===== src/rtl/spi_mem_master.sv =====
// SPI master issuing 16-bit {addr[6:0], rw, data[7:0]} frames, MSB first, with sclk idling low.
// Define SPI_MASTER_MISO_SYNC_EN to put a two-flop synchronizer in front of miso sampling.
module spi_mem_master #(
  parameter int CLK_DIV = 8,
  parameter int CS_GAP  = 16
) (
  input  logic       clk,
  input  logic       rst_n,
  input  logic       start,
  input  logic       rw,
  input  logic [6:0] addr,
  input  logic [7:0] wdata,
  output logic       busy,
  output logic       done,
  output logic [7:0] rdata,
  output logic       sclk,
  output logic       cs_n,
  output logic       mosi,
  input  logic       miso
);

  localparam int CNT_MAX = (CLK_DIV > CS_GAP) ? CLK_DIV : CS_GAP;
  localparam int CW      = $clog2(CNT_MAX + 1);
  localparam logic [CW-1:0] DIV_LAST = CW'(CLK_DIV - 1);
  localparam logic [CW-1:0] GAP_LAST = CW'(CS_GAP - 1);

  localparam logic [2:0] S_IDLE  = 3'd0;
  localparam logic [2:0] S_SETUP = 3'd1;
  localparam logic [2:0] S_SHIFT = 3'd2;
  localparam logic [2:0] S_HOLD  = 3'd3;
  localparam logic [2:0] S_GAP   = 3'd4;

  logic [2:0]    state_q, state_d;
  logic [CW-1:0] cnt_q, cnt_d;
  logic [3:0]    bit_cnt_q, bit_cnt_d;
  logic [15:0]   frame_q, frame_d;
  logic          rw_q, rw_d;
  logic [7:0]    shreg_q, shreg_d;
  logic [7:0]    rdata_q, rdata_d;
  logic          sclk_q, sclk_d;
  logic          cs_n_q, cs_n_d;
  logic          mosi_q, mosi_d;
  logic          busy_q, busy_d;
  logic          done_q, done_d;
  logic          rise_q, rise_d;
  logic          miso_s;
  logic          samp;

`ifdef SPI_MASTER_MISO_SYNC_EN
  // Sample strobe is delayed to line up with miso leaving the synchronizer.
  logic sync1_q, sync2_q, rise1_q, rise2_q;

  always_ff @(posedge clk or negedge rst_n) begin
    if (!rst_n) begin
      sync1_q <= 1'b0;
      sync2_q <= 1'b0;
      rise1_q <= 1'b0;
      rise2_q <= 1'b0;
    end else begin
      sync1_q <= miso;
      sync2_q <= sync1_q;
      rise1_q <= rise_q;
      rise2_q <= rise1_q;
    end
  end

  assign miso_s = sync2_q;
  assign samp   = rise2_q;
`else
  assign miso_s = miso;
  assign samp   = rise_q;
`endif

  always_comb begin
    state_d   = state_q;
    cnt_d     = cnt_q;
    bit_cnt_d = bit_cnt_q;
    frame_d   = frame_q;
    rw_d      = rw_q;
    shreg_d   = shreg_q;
    rdata_d   = rdata_q;
    sclk_d    = sclk_q;
    cs_n_d    = cs_n_q;
    mosi_d    = mosi_q;
    busy_d    = busy_q;
    done_d    = 1'b0;
    rise_d    = 1'b0;

    if (samp) shreg_d = {shreg_q[6:0], miso_s};

    case (state_q)
      S_IDLE: begin
        if (start) begin
          frame_d   = {addr, rw, (rw ? 8'h00 : wdata)};
          rw_d      = rw;
          cnt_d     = '0;
          bit_cnt_d = 4'd0;
          cs_n_d    = 1'b0;
          mosi_d    = addr[6];
          busy_d    = 1'b1;
          state_d   = S_SETUP;
        end
      end
      S_SETUP: begin
        if (cnt_q == DIV_LAST) begin
          cnt_d   = '0;
          sclk_d  = 1'b1;
          rise_d  = 1'b1;
          state_d = S_SHIFT;
        end else begin
          cnt_d = cnt_q + CW'(1);
        end
      end
      S_SHIFT: begin
        if (cnt_q == DIV_LAST) begin
          cnt_d = '0;
          if (!sclk_q) begin
            sclk_d = 1'b1;
            rise_d = 1'b1;
          end else begin
            // Frame rotates so the next bit is always at [14]; the last fall drives 0.
            sclk_d    = 1'b0;
            frame_d   = {frame_q[14:0], frame_q[15]};
            mosi_d    = (bit_cnt_q == 4'd15) ? 1'b0 : frame_q[14];
            bit_cnt_d = bit_cnt_q + 4'd1;
            if (bit_cnt_q == 4'd15) state_d = S_HOLD;
          end
        end else begin
          cnt_d = cnt_q + CW'(1);
        end
      end
      S_HOLD: begin
        if (cnt_q == DIV_LAST) begin
          cnt_d   = '0;
          cs_n_d  = 1'b1;
          state_d = S_GAP;
        end else begin
          cnt_d = cnt_q + CW'(1);
        end
      end
      S_GAP: begin
        if (cnt_q == GAP_LAST) begin
          cnt_d   = '0;
          busy_d  = 1'b0;
          done_d  = 1'b1;
          state_d = S_IDLE;
          if (rw_q) rdata_d = shreg_q;
        end else begin
          cnt_d = cnt_q + CW'(1);
        end
      end
      default: state_d = S_IDLE;
    endcase
  end

  always_ff @(posedge clk or negedge rst_n) begin
    if (!rst_n) begin
      state_q   <= S_IDLE;
      cnt_q     <= '0;
      bit_cnt_q <= 4'd0;
      frame_q   <= 16'h0000;
      rw_q      <= 1'b0;
      shreg_q   <= 8'h00;
      rdata_q   <= 8'h00;
      sclk_q    <= 1'b0;
      cs_n_q    <= 1'b1;
      mosi_q    <= 1'b0;
      busy_q    <= 1'b0;
      done_q    <= 1'b0;
      rise_q    <= 1'b0;
    end else begin
      state_q   <= state_d;
      cnt_q     <= cnt_d;
      bit_cnt_q <= bit_cnt_d;
      frame_q   <= frame_d;
      rw_q      <= rw_d;
      shreg_q   <= shreg_d;
      rdata_q   <= rdata_d;
      sclk_q    <= sclk_d;
      cs_n_q    <= cs_n_d;
      mosi_q    <= mosi_d;
      busy_q    <= busy_d;
      done_q    <= done_d;
      rise_q    <= rise_d;
    end
  end

  assign busy  = busy_q;
  assign done  = done_q;
  assign rdata = rdata_q;
  assign sclk  = sclk_q;
  assign cs_n  = cs_n_q;
  assign mosi  = mosi_q;

endmodule


===== config.mk =====
export PLATFORM = sky130hd
export DESIGN_NAME = spi_mem_master
export DESIGN_NICKNAME = d
export VERILOG_FILES = /design/src/rtl/spi_mem_master.sv
export SDC_FILE = /design/constraint.sdc
export NUM_CORES = 1
export LEC_CHECK = 0
export CAP_MARGIN = 5
export CORE_ASPECT_RATIO = 1.75
export CORE_MARGIN = 2
export CORE_UTILIZATION = 40
export DETAILED_ROUTE_END_ITERATION = 12
export HOLD_SLACK_MARGIN = 0.12
export PLACE_DENSITY = 0.71
export SYNTH_ARGS = -nofsm -noshare
export SYNTH_HDL_FRONTEND = slang
export SYNTH_SLANG_ARGS = --single-unit

===== constraint.sdc =====
create_clock -name clk -period 1.6 [get_ports clk]
set_input_delay 0.48 -clock clk [delete_from_list [all_inputs] [get_ports clk]]
set_output_delay 0.48 -clock clk [all_outputs]
set_load 0.05 [all_outputs]

==> results of run 1 <==
==> power groups by stage <==
stage	sequential, mW	combinational (mW)	clock (mW)
floorplan	2.10	1.05	0
global placement	2.04	1.70	0
detailed placement	2.06	1.75	0
CTS	2.04	1.79	0.806
global route	2.10	2.03	0.859
finish	2.03	1.84	0.788
==> registers in the layout, indices dropped and copies added, names as in the netlist, 3 cells and up <==
signal	count
rdata	8
state_q	3
frame_q	16
cnt_q	5
bit_cnt_q	4
shreg_q	8
==> per-stage QoR <==
step / area [µm²] / setup slack [ps] / TNS, ps / util
detailed placement: 3160 / -384 / -7570 / 0.533
CTS: 3290 / -2.42 / -4.74 / 0.555
floorplan: 2470 / 9.29 / 0 / -
global route: 3320 / -35.7 / -320 / 0.561
finish: 3320 / 14.8 / 0 / 0.561
global placement: 3160 / -324 / -6620 / 0.533
==> final cells by class <==
cell class	count	area, µm²	area share
repair buffers	62	717	0.216
clock inverters	3	22.5	0.00678
well taps	78	97.6	0.0294
inverters	6	22.5	0.00678
multi-input cells	151	1120	0.336
flip-flops and latches	51	1280	0.385
clock buffers	5	68.8	0.0207
==> worst register-to-register path: stages, from the launching register on <==
cell	delay [ps]
dfrtp_1	390
ha_2	220
and4bb_2	290
a41oi_4	140
or3_1	360
a21oi_2	130
==> routing by layer <==
| metal | vias up | share of wire | routed length [µm] | track usage |
|---|---|---|---|---|
| met5 | - | 0 | 0 | 0 |
| met1 | 872 | 0.41 | 2020 | 0.181 |
| met4 | 0 | 0.017 | 85 | 0.0606 |
| li1 | 908 | - | - | - |
| met3 | 5 | 0.025 | 122 | 0.0314 |
| met2 | 26 | 0.55 | 2700 | 0.283 |
==> logic make-up after synthesis <==
kind of cell / after synthesis / synth area share
AND/OR/NAND/NOR: 63 / 0.145
AO/OA/AOI/OAI: 56 / 0.144
flip-flops: 51 / 0.518
multiplexers: 28 / 0.123
buffers and inverters: 20 / 0.0507
adder cells (fa/ha/maj): 3 / 0.0152
XOR/XNOR: 1 / 0.00355
==> final timing paths <==
path,start,slack [ps],depth (start not counted),to
min in group asynchronous,rst_n,640,2,shreg_q[5]
max in group asynchronous,rst_n,500,3,cnt_q[3]
worst max register to register,cnt_q[0],10,5,bit_cnt_q[2]
worst max-delay path,cnt_q[0],10,5,bit_cnt_q[2]
worst min register to register,frame_q[5],490,2,frame_q[5]
worst min-delay path,frame_q[5],490,2,frame_q[5]
==> timing repair <==
action,in CTS,in global routing
gates resized for setup,6,8
pin swaps,4,1
hold endpoints to repair,14,0
hold buffers,1,0
setup buffers,0,2
setup endpoints to repair,14,29
==> cell usage in the layout, fill, tap and decap left out, types with 2 or more instances in the layout <==
cell	count
a21oi_1	16
a21oi_2	2
a22o_1	2
and3_1	2
buf_12	16
buf_4	25
clkbuf_8	5
clkdlybuf4s50_1	17
dfrtp_1	49
ha_1	2
inv_1	6
inv_6	2
mux2_2	17
mux2i_1	9
nand2_1	24
nand3_1	8
nand4_1	2
nor2_1	5
nor3_1	4
nor3b_1	8
o21ai_0	3
o21ai_1	14
o21ai_2	7
o21bai_1	2
==> impl_metrics.toml, run 1 <==
[power_and_ir_drop]
vdd_drop_max_mv = 0.899
netSwitchingFraction = 0.360
power_switching_mw = 1.68
p_int_mw = 2.98
power.total_mw = 4.66
powerDensity_nw_per_um2 = 1400
p_comb_frac = 0.395
seq_power_share = 0.436
clock_power_share = 0.169
p_leak_nw = 1.46

[floorplanning]
die_w_um = 63.4
fp.dieH_um = 108
core_um2 = 5930
io_pins = 33
initial_core_util = 0.416
dieArea_um2 = 6830
placementRows = 37

[synthesis]
synth_fp_nets = 245
ys_types = 45
synth_area_leaders = "dfrtp_1 51%, mux2_2 8.2%, a21oi_1 3.7%"
synthCells = 222
ys.flop_type = "dfrtp_1"
synth_area_leader_cell = "dfrtp_1"
synthArstFlopShare = 1.00
yosysMostFrequentCell = "dfrtp_1"
synth_area_um2 = 2470
yosys.area.top_type_share = 0.507
synth-seq-area-share = 0.518
syn_area_per_cell_um2 = 11.1
synth-edff-count = 0
ys_top_cells_by_count = "50 x dfrtp_1, 24 x nand2_1, 18 x a21oi_1, 18 x mux2_2, 14 x o21ai_1"
ys_ff_latch = 51
synth_warnings = 0

[cts]
clkLatencyLatePin_ps = 320
cts.sinks = 51
cts_tree = "done"
cts.path.max_buffers = 2
cts_max_level = 2
clk_root_buffer_cell = "clkbuf_8"
clk_pin_slew_ps = 100
cts_buffers = 5

[layout]
fillCellCount = 552
antenna-diode-count = 0
syn_to_final_growth_pct = 34.8
drive_above_1_share = 0.324
stdcell_count = 356
final_nets = 300

[detailed_routing]
via_per_inst = 5.09
initialDrtViolationCount = 70
routed_wl_um = 4930
first_pass_iters = 4
avgRoutedWirePerCell_um = 13.9
postRouteAntennaNets = 0
vias = 1811
drc = 0

[place]
dp_hpwl_um = 3610
place_congestion = 0.815
portBuffers = 32
dp.cells = 345

[flow_run]
cap_violations = 0

[global_routing]
grt_pass1_vias = 1845
grtUsageTotal = 0.157
grt_max_degree = 28
grt_pass1_wl_um = 8450
overflow = 0
grt_antenna_before_repair = 0

[sta]
fin_hold_ws_ps = 487
hold_viol_final = 0
slew_violations = 0
worst_pin_slew_ps = 464
rsz0062_at_grt = "true"
finalClockSkew_ps = 9.23
setup_violations = 0
max_slew_margin = 0.691
max_freq_mhz = 631
fin_crit_ps = 1590
finalCritPeriodShare = 0.991

[critical_path]
critPathMaxFanout = 5
critPathArrivalTime_ps = 1840
max_stage_delay_ps = 390
start_kind = "flop"
critPathBufInv = 0
cp_top_family = "simple AND/OR/NAND/NOR gates"
cp-end-kind = "flop"
worstSetupPathType = "reg2reg"
path_cells = "ha_2 -> and4bb_2 -> a41oi_4 -> or3_1 -> a21oi_2"
crit_slowest_cell = "dfrtp_1"
crit_required_ps = 1850

[min_path]
min_path_type = "reg2reg"

[run_status]
status = "finished, final reports clean"
Note: power is estimated with default switching activity, not from simulation.
==> run 2, diff against run 1 <==
--- a/config.mk
+++ b/config.mk
@@ -5,13 +5,13 @@
 export SDC_FILE = /design/constraint.sdc
 export NUM_CORES = 1
 export LEC_CHECK = 0
-export CAP_MARGIN = 5
+export CAP_MARGIN = 0
 export CORE_ASPECT_RATIO = 1.75
 export CORE_MARGIN = 2
-export CORE_UTILIZATION = 40
+export CORE_UTILIZATION = 49
 export DETAILED_ROUTE_END_ITERATION = 12
 export HOLD_SLACK_MARGIN = 0.12
-export PLACE_DENSITY = 0.71
+export PLACE_DENSITY = 0.83
 export SYNTH_ARGS = -nofsm -noshare
 export SYNTH_HDL_FRONTEND = slang
 export SYNTH_SLANG_ARGS = --single-unit
==> run 2 against run 1 <==
Net effect:
- global-route usage grew 3.4 points
- via count grew 1.5%
- register-to-register slack better by 20 ps
- routed wire length up 2.3%
- first-iteration DRC count is 1.4% lower
- largest cell class unchanged
- die area decreased by 17%
- highest routed layer unchanged
- critical endpoint unchanged
- count of clock-buffer cells in the layout is 1 higher
==> impl_metrics.toml, run 2 (same netlist as run 1, synthesis figures left out) <==
[layout]
multi_input_area_um2 = 1110
final_nets = 296
layout_common_cells = "47 x dfrtp_1, 24 x nand2_1, 23 x buf_4, 18 x a21oi_1"
fillCellCount = 359
top_register = "frame_q"
syn_to_final_growth_pct = 31.6
seq_area_um2 = 1280
postLayoutCoreUtil = 0.663
final_common_cell = "dfrtp_1"
largest_reg_flops = 16
antenna-diode-count = 0
stdcell_count = 328
drive_above_1_share = 0.310

[cts]
cts_tree = "done"
clk_pin_slew_ps = 100
cts.sinks = 51
cts_max_level = 2
cts_buffers = 5
hold_buffers = 0
clkLatencyLatePin_ps = 310
cts.path.max_buffers = 2
clk_root_buffer_cell = "clkbuf_8"

[critical_path]
critPathArrivalTime_ps = 1810
worstSetupPathType = "reg2reg"
critPathMaxFanout = 4
path_cells = "ha_2 -> and4bb_2 -> a41oi_4 -> or3_1 -> a21oi_1"
max_stage_delay_ps = 370
crit_slowest_cell = "or3_1"
cp-end-kind = "flop"
critPathBufInv = 0
start_kind = "flop"
cp_top_family = "simple AND/OR/NAND/NOR gates"
crit_required_ps = 1840

[detailed_routing]
drc = 0
initialDrtViolationCount = 69
postRouteAntennaNets = 0
vias = 1838
routed_wl_um = 5040
first_pass_iters = 4
via_per_inst = 5.60
avgRoutedWirePerCell_um = 15.4

[floorplanning]
initial_core_util = 0.504
placementRows = 34
core_um2 = 4890
dieArea_um2 = 5640
die_w_um = 57.6
io_pins = 33
fp.dieH_um = 97.8

[sta]
max_slew_margin = 0.788
setup_violations = 0
hold_viol_final = 0
slew_violations = 0
rsz0062_at_grt = "true"
setup_slack_ps = 31.3
finalClockSkew_ps = 11.1
max_freq_mhz = 637
finalCritPeriodShare = 0.980
finalSetupTns_ps = 0
worst_pin_slew_ps = 316
fin_crit_ps = 1570

[power_and_ir_drop]
powerDensity_nw_per_um2 = 1430
netSwitchingFraction = 0.359
vdd_drop_max_mv = 1.12
seq_power_share = 0.447
p_int_mw = 2.98
p_comb_frac = 0.392
clock_power_share = 0.161
p_leak_nw = 1.43
power_switching_mw = 1.67

[global_routing]
grt_max_degree = 52
grt_pass1_vias = 1881
overflow = 0
grt_pass1_wl_um = 8560
grtUsageTotal = 0.192
grt_antenna_before_repair = 0

[place]
place_congestion = 0.790
dp.cells = 318
portBuffers = 32
dp_hpwl_um = 3510
place_ws_ps = -345

[flow_run]
cap_violations = 0

[run_status]
status = "finished, final reports clean"

[min_path]
min_path_type = "in2async"
-- run 2: layout make-up --
| cell class | instances | share of cell area |
|---|---|---|
| clock buffers | 6 | 0.0224 |
| flip-flops and latches | 51 | 0.395 |
| repair buffers | 58 | 0.208 |
| multi-input cells | 151 | 0.342 |
| inverters | 6 | 0.00694 |
| clock inverters | 2 | 0.00540 |
| well taps | 54 | 0.0208 |
-- run 2: what timing repair did --
action                                  CTS  global route
setup buffers                             0             2
pin swaps                                 3             4
hold endpoints to repair                  0             0
resized for setup                         4            10
endpoints found under the setup margin   26            34
-- run 2: metal layers --
metal,GRT usage,vias to the layer above,part of all wire
met1,0.234,907,0.40
met2,0.331,29,0.55
met4,0.0608,0,0.015
li1,-,895,-
met5,0,-,0
met3,0.0397,7,0.033
-- run 2: worst paths after layout --
kind,from,to,slack (ps),cells past startpoint
setup / recovery,cnt_q[0],bit_cnt_q[2],30,5
hold / removal,rst_n,bit_cnt_q[1],150,2
setup reg to reg,cnt_q[0],bit_cnt_q[2],30,5
hold reg to reg,frame_q[0],frame_q[0],490,2
max in group asynchronous,rst_n,cs_n,1160,2
min in group clk,frame_q[0],frame_q[0],490,2
-- run 2: through the flow --
step	instance area, µm²	hold WS [ps]	total power [mW]
final	3250	147	4.65
after global routing	3250	171	4.97
after CTS	3200	160	4.58
after detailed placement	3100	473	3.81
after global placement	3100	463	3.72
after floorplan	2470	184	3.14
-- run 2: power groups by stage --
| stage | Sequential [mW] | Clock, mW | Combinational (mW) |
|---|---|---|---|
| 2_1_floorplan | 2.10 | 0 | 1.05 |
| 3_3_place_gp | 2.05 | 0 | 1.66 |
| 3_5_place_dp | 2.08 | 0 | 1.74 |
| 4_1_cts | 2.06 | 0.774 | 1.75 |
| 5_1_grt | 2.14 | 0.813 | 2.01 |
| 6_report | 2.08 | 0.747 | 1.82 |
-- run 2: worst reg2reg max path: stages, from the launching register on --
cell	delay, ps
dfrtp_1	360
ha_2	190
and4bb_2	290
a41oi_4	140
or3_1	370
a21oi_1	150
